==> config.mk <==
export PLATFORM = sky130hd
export DESIGN_NAME = tetris_cmd_sched
export DESIGN_NICKNAME = d
export VERILOG_FILES = /design/src/rtl/tetris_cmd_sched.sv
export SDC_FILE = /design/constraint.sdc
export NUM_CORES = 1
export LEC_CHECK = 0
export ABC_AREA = 1
export CAP_MARGIN = 20
export CELL_PAD_IN_SITES_DETAIL_PLACEMENT = 0
export CELL_PAD_IN_SITES_GLOBAL_PLACEMENT = 1
export CORE_ASPECT_RATIO = 1.2
export CORE_MARGIN = 1
export CORE_UTILIZATION = 45
export CTS_CLUSTER_SIZE = 25
export DETAILED_ROUTE_END_ITERATION = 6
export PLACE_DENSITY_LB_ADDON = 0.1
export SLEW_MARGIN = 20
export SYNTH_ARGS = -nofsm -noshare
export SYNTH_HDL_FRONTEND = slang
export SYNTH_SLANG_ARGS = --single-unit
export TNS_END_PERCENT = 100
==> constraint.sdc <==
create_clock -name clk -period 25.9 [get_ports clk]
set_input_delay 7.77 -clock clk [delete_from_list [all_inputs] [get_ports clk]]
set_output_delay 7.77 -clock clk [all_outputs]
set_load 0.05 [all_outputs]
==> src/rtl/tetris_cmd_sched.sv <==
// ---------------------------------------------------------------------------
// tetris_cmd_sched
//
// Command scheduler in front of the tetris game core. It merges button pulses
// and a level-scaled gravity timer into one registered 3-bit command code on
// ctrl. Each code lasts one cycle and is followed by a guard gap. Requests that
// arrive during the gap are held as pending bits and issued later.
//
// Ports
//   clk         in   1  system clock
//   reset       in   1  synchronous, active-high reset
//   start       in   1  pulse: leave INIT/END, arm gravity
//   btn_hold    in   1  pulse: request hold
//   btn_rotate  in   1  pulse: request rotate
//   btn_left    in   1  pulse: request left move
//   btn_right   in   1  pulse: request right move
//   btn_down    in   1  pulse: request soft drop
//   btn_drop    in   1  pulse: request hard drop
//   left_held   in   1  level: left held (auto-repeat build only)
//   right_held  in   1  level: right held (auto-repeat build only)
//   pause       in   1  level: block issue, freeze gravity
//   level       in   4  speed level 0..15
//   ctrl        out  3  0 idle,1 hold,2 rot,3 L,4 R,5 down,6 drop,7 start
//   busy        out  1  high while in the guard gap
//   grav_tick   out  1  one-cycle pulse on each gravity expiry
//
// Build option: define TETRIS_SCHED_DAS_EN to enable held-button auto-repeat
// of left/right. Without it the held inputs are ignored.
// ---------------------------------------------------------------------------
module tetris_cmd_sched #(
  parameter int unsigned GRAV_BASE = 50_000_000,
  parameter int unsigned GRAV_STEP = 3_000_000,
  parameter int unsigned GRAV_MIN  = 5_000_000,
  parameter int unsigned CMD_GAP   = 4,
  parameter int unsigned DROP_GAP  = 48,
  parameter int unsigned DAS_DELAY = 10_000_000,
  parameter int unsigned DAS_RATE  = 2_000_000
) (
  input  logic       clk,
  input  logic       reset,
  input  logic       start,
  input  logic       btn_hold,
  input  logic       btn_rotate,
  input  logic       btn_left,
  input  logic       btn_right,
  input  logic       btn_down,
  input  logic       btn_drop,
  input  logic       left_held,
  input  logic       right_held,
  input  logic       pause,
  input  logic [3:0] level,
  output logic [2:0] ctrl,
  output logic       busy,
  output logic       grav_tick
);

  localparam int unsigned GAP_MAX = (DROP_GAP > CMD_GAP) ? DROP_GAP : CMD_GAP;
  localparam int unsigned GAP_W   = $clog2(GAP_MAX + 1);

  typedef enum logic {
    ST_IDLE,
    ST_GAP
  } state_t;

  state_t             state_q, state_d;
  logic [GAP_W-1:0]   gap_cnt, gap_d;
  logic [7:1]         pending, set_vec, clr_vec;
  logic [7:0]         clr_onehot;
  logic [2:0]         win_code;
  logic               issue;
  logic [31:0]        grav_cnt, grav_dec, grav_sub, grav_period;
  logic               grav_armed, grav_expire;
  logic               das_l, das_r;

  // ---------------------------------------------------------------------
  // Auto-repeat for held left/right buttons
  // ---------------------------------------------------------------------
`ifdef TETRIS_SCHED_DAS_EN
  logic [31:0] das_cnt;
  logic        das_fire;

  assign das_fire = (left_held | right_held) && (das_cnt == DAS_DELAY - 32'd1);
  assign das_l    = das_fire & left_held;
  assign das_r    = das_fire & ~left_held;

  // After the first fire the counter is rewound so the next fire lands
  // DAS_RATE cycles later, reusing the same terminal compare.
  always_ff @(posedge clk) begin
    if (reset)                          das_cnt <= '0;
    else if (!(left_held | right_held)) das_cnt <= '0;
    else if (das_fire)                  das_cnt <= DAS_DELAY - DAS_RATE;
    else                                das_cnt <= das_cnt + 32'd1;
  end
`else
  logic unused_held;
  assign unused_held = left_held ^ right_held;
  assign das_l       = 1'b0;
  assign das_r       = 1'b0;
`endif

  // ---------------------------------------------------------------------
  // Gravity period: max(GRAV_MIN, GRAV_BASE - level*GRAV_STEP), saturating
  // ---------------------------------------------------------------------
  always_comb begin
    grav_dec    = 32'(level) * GRAV_STEP;
    grav_sub    = (GRAV_BASE > grav_dec) ? (GRAV_BASE - grav_dec) : 32'd0;
    grav_period = (grav_sub < GRAV_MIN) ? GRAV_MIN : grav_sub;
  end

  // >= rather than == so a level raise that overtakes the count still fires.
  assign grav_expire = grav_armed && !pause && (grav_cnt >= grav_period - 32'd1);

  // ---------------------------------------------------------------------
  // Request arbitration: 7 > 6 > 1 > 2 > 3 > 4 > 5
  // ---------------------------------------------------------------------
  assign set_vec = {start, btn_drop, btn_down | grav_expire, btn_right | das_r,
                    btn_left | das_l, btn_rotate, btn_hold};

  always_comb begin
    win_code = 3'd0;
    if      (pending[7]) win_code = 3'd7;
    else if (pending[6]) win_code = 3'd6;
    else if (pending[1]) win_code = 3'd1;
    else if (pending[2]) win_code = 3'd2;
    else if (pending[3]) win_code = 3'd3;
    else if (pending[4]) win_code = 3'd4;
    else if (pending[5]) win_code = 3'd5;
  end

  // ---------------------------------------------------------------------
  // Issue / gap FSM: next-state logic
  // ---------------------------------------------------------------------
  // NOTE: every signal driven here gets a default first, so no path through
  // the case statement can leave it unassigned and infer a latch.
  always_comb begin
    state_d = state_q;
    gap_d   = gap_cnt;
    issue   = 1'b0;
    case (state_q)
      ST_IDLE: begin
        if (!pause && (win_code != 3'd0)) begin
          issue   = 1'b1;
          state_d = ST_GAP;
          gap_d   = (win_code >= 3'd5) ? GAP_W'(DROP_GAP) : GAP_W'(CMD_GAP);
        end
      end
      ST_GAP: begin
        // The gap keeps running while paused; busy lasts exactly gap cycles.
        gap_d = gap_cnt - GAP_W'(1);
        if (gap_cnt == GAP_W'(1)) state_d = ST_IDLE;
      end
      default: state_d = ST_IDLE;
    endcase
  end

  assign clr_onehot = 8'd1 << win_code;
  assign clr_vec    = issue ? clr_onehot[7:1] : 7'd0;
  assign busy       = (state_q == ST_GAP);

  // ---------------------------------------------------------------------
  // State registers
  // ---------------------------------------------------------------------
  // NOTE: sequential state uses non-blocking assignments so every register
  // samples pre-edge values regardless of statement order.
  always_ff @(posedge clk) begin
    if (reset) begin
      state_q    <= ST_IDLE;
      gap_cnt    <= '0;
      pending    <= '0;
      ctrl       <= 3'd0;
      grav_cnt   <= '0;
      grav_armed <= 1'b0;
      grav_tick  <= 1'b0;
    end else begin
      state_q   <= state_d;
      gap_cnt   <= gap_d;
      // Set after clear: a new request on the bit being issued survives.
      pending   <= (pending & ~clr_vec) | set_vec;
      ctrl      <= issue ? win_code : 3'd0;
      grav_tick <= grav_expire;
      if (issue && (win_code == 3'd7)) grav_armed <= 1'b1;
      // Issuing a down step restarts the full gravity period.
      if (grav_expire || (issue && (win_code == 3'd5))) grav_cnt <= '0;
      else if (grav_armed && !pause)                    grav_cnt <= grav_cnt + 32'd1;
    end
  end

endmodule
==> metrics.md <==
| Metric | Value |
|---|---|
| Antenna violations before repair | `0` |
| Post-Synthesis Cell Area | `0.00576 sq mm` |
| Post-synthesis sequential area ratio | `0.177` |
| Setup WS post-layout | `10,200 ps` |
| Final setup fails | `0` |
| M1 WL | `6.55 mm` |
| Share of synthesized registers carrying an async set or reset | `0` |
| Critical Path Slowest Stage Cell | `clkdlybuf4s50_1` |
| Most frequent cells in the layout | `nand2_1 (244), inv_1 (148), nor2_1 (135), nand3_1 (75), ha_1 (58)` |
| Pin count of the biggest net entering global routing | `33` |
| Initial Utilization | `0.469` |
| Synth Instances | `948` |
| Period utilisation layout | `0.606` |
| Detail Route Antenna Nets | `0` |
| Tot Pwr | `388 uW` |
| Setup TNS | `0 ps` |
| RSZ-0062 raised after global routing | `no` |
| #FFs+latches synth | `51` |
| Crit end category | `register` |
| Ports | `21` |
| WHS Path Cells | `2` |
| Worst hold path class | `reg2reg` |
| Final Hold Fails | `0` |
| Worst-case reg-to-reg path depth | `21` |
| Number of synthesized flops with an enable pin | `0` |
| Drc violations | `0` |
| TritonCTS buffer count | `5` |
| Crit path max fanout | `32` |
| Commonest non-fill, non-tap cell in the layout | `nand2_1` |
| Hold path start | `grav_armed` |
| Root Driver | `clkbuf_16` |
| H-tree levels | `2` |
| Met3 Wirelength | `297 microns` |
| Nature of the critical path startpoint | `input pin` |
| Synth top area share | `0.177` |
| CP startpoint | `level[3]` |
| Avg Cell Area, Syn | `6.07 sq um` |
| Nets | `1,043` |
| Total gr overflow | `0` |
| Max clock buf depth | `2` |
| Die area | `0.0132 sq mm` |
| Post-Route WL | `14.7 mm` |
| Reg clk slew, reported paths | `60 ps` |
| Post-synth top area cell | `dfxtp_1` |
| DR pass1 iterations | `4` |
| Critical path depth | `42` |
| DP Worst Slack | `9860 ps` |
| TritonCTS clock tree | `yes` |
| Met2 wire length | `7.31 mm` |
| Critical path required time | `26,100 ps` |
| Die Y | `126 microns` |
| Post-CTS setup buffers | `0` |
| Die span in x | `105 microns` |
| Slew Viols, Final | `0` |
| Post-layout util | `0.507` |
| Worst Path Arrival | `15,900 ps` |
| Max IR drop VDD | `0.0000352 V` |
| CTS resizes | `0` |
| Slew @ Worst Pin | `853 ps` |
| Leak pwr | `3.08 nW` |
| Layout cell share with drive strength beyond 1 | `0.0611` |
| Netlist cell types | `48` |
| First-pass GRT wire length | `25.2 mm` |
| CP most frequent cell | `nand2_1` |
| Routability Congestion | `0.905` |
| Maxcap violations | `0` |
| Vias in the first global route | `5,580` |
| Cell Pwr Density | `62.3 mW/mm^2` |
| Port Buf Inserts | `18` |
| ANT cells | `0` |
| Dominant cells by area after synthesis | `dfxtp_1 (18%), nand2_1 (16%), ha_1 (13%)` |
| # rows | `44` |
| Ys flop type | `dfxtp_1` |
| Layout overhead on the synthesized area | `8.11%` |
| Crit path max-delay family | `simple AND/OR/NAND/NOR gates` |
| Max layer used | `met4` |
| Critical path type | `in2reg` |
| YS warnings | `0` |
| Max stage delay on crit path | `760 ps` |
| Min Tclk post-route | `15,700 ps` |
| R2r startpoint | `grav_armed` |
| CTS Hold Buffers Added | `0` |
| Clk_skew | `5.02 ps` |
| CTS Sinks | `51` |
| Vias | `5,711` |
| Detail Placement HPWL | `12.4 mm` |
| Syn_nets | `1,026` |
| Buf/Inv on CP | `5` |
| DRC marker count from the first detailed-route iteration | `308` |
| GRT Util Overall | `0.230` |
| Hold_ws | `470 ps` |
| Area of the core | `0.0123 sq mm` |
| Slew Limit Headroom | `0.431` |
| Clk_lat worst skew | `290 ps` |
| FMAX | `63.7 MHz` |
| Outcome | `finished, final reports clean` |
| Vias per cell | `5.07` |
| Routed WL per cell | `13.1 microns` |
-- routing by layer --
metal	GRT usage	up-vias
li1	-	3045
met5	0	-
met3	0.0176	23
met2	0.425	84
met4	0.107	0
met1	0.268	2559
-- kinds of logic after synthesis --
group | after synthesis | share of synthesized area
AOI/OAI and AO/OA | 93 | 0.0946
adders and majority gates | 62 | 0.140
buffers and inverters | 166 | 0.115
DFF | 51 | 0.177
xor gates and xnor gates | 44 | 0.0696
and+or+nand+nor | 532 | 0.404
-- registers in the layout, indices dropped and copies added, names as in the netlist --
| signal | count |
|---|---|
| grav_cnt | 32 |
| busy | 1 |
| gap_cnt | 6 |
| grav_tick | 1 |
| ctrl | 3 |
| pending | 7 |
| grav_armed | 1 |
-- tightest hold or removal path, delay by kind of cell (launching register included) --
kind                   cells  cell delay, ps
AO/OA/AOI/OAI              1              60
flip-flops                 1             300
buffers and inverters      1              60
-- area by class of cell --
cell class / count / area (sq um)
sequential: 51 / 1020
timing repair buffer: 21 / 203
tap: 161 / 201
inverter: 155 / 582
clock inverter: 2 / 12.5
fill: 1305 / 6050
multi-input combinational: 731 / 4070
clock buffer: 6 / 129
-- worst paths after layout --
check / to / slack, ps
max reg2reg: grav_cnt[31] / 22750
min: grav_armed / 470
max: grav_cnt[21] / 10200
min reg2reg: grav_armed / 470
-- where the power goes --
part / internal (mW) / total, mW / switching [mW]
combinational: 0.0808 / 0.241 / 0.160
clock: 0.0357 / 0.0636 / 0.0280
sequential: 0.0810 / 0.0831 / 0.00210
-- synth_stat cells (3+ instances only) --
| master | count |
|---|---|
| fa_1 | 4 |
| xnor2_1 | 13 |
| nor2_1 | 135 |
| and2_1 | 4 |
| and3_1 | 3 |
| xor2_1 | 29 |
| nor3_1 | 14 |
| o2111ai_1 | 7 |
| nand2_1 | 244 |
| nor3b_1 | 3 |
| nand3_1 | 75 |
| clkbuf_1 | 5 |
| or2_2 | 4 |
| nand3_2 | 4 |
| nor2_2 | 12 |
| o21ai_0 | 23 |
| nand2_2 | 14 |
| inv_2 | 5 |
| a21oi_1 | 42 |
| dfxtp_1 | 51 |
| ha_1 | 58 |
| a31oi_1 | 3 |
| nand4_1 | 11 |
| inv_1 | 148 |
-- per-stage QoR --
stage | std cells | area, sq um
floorplan | 948 | 5760
global placement | 1119 | 6080
detailed placement | 1119 | 6080
CTS | 1127 | 6220
global route | 1127 | 6220
finish | 1127 | 6220
Note: power is estimated with default switching activity, not from simulation.
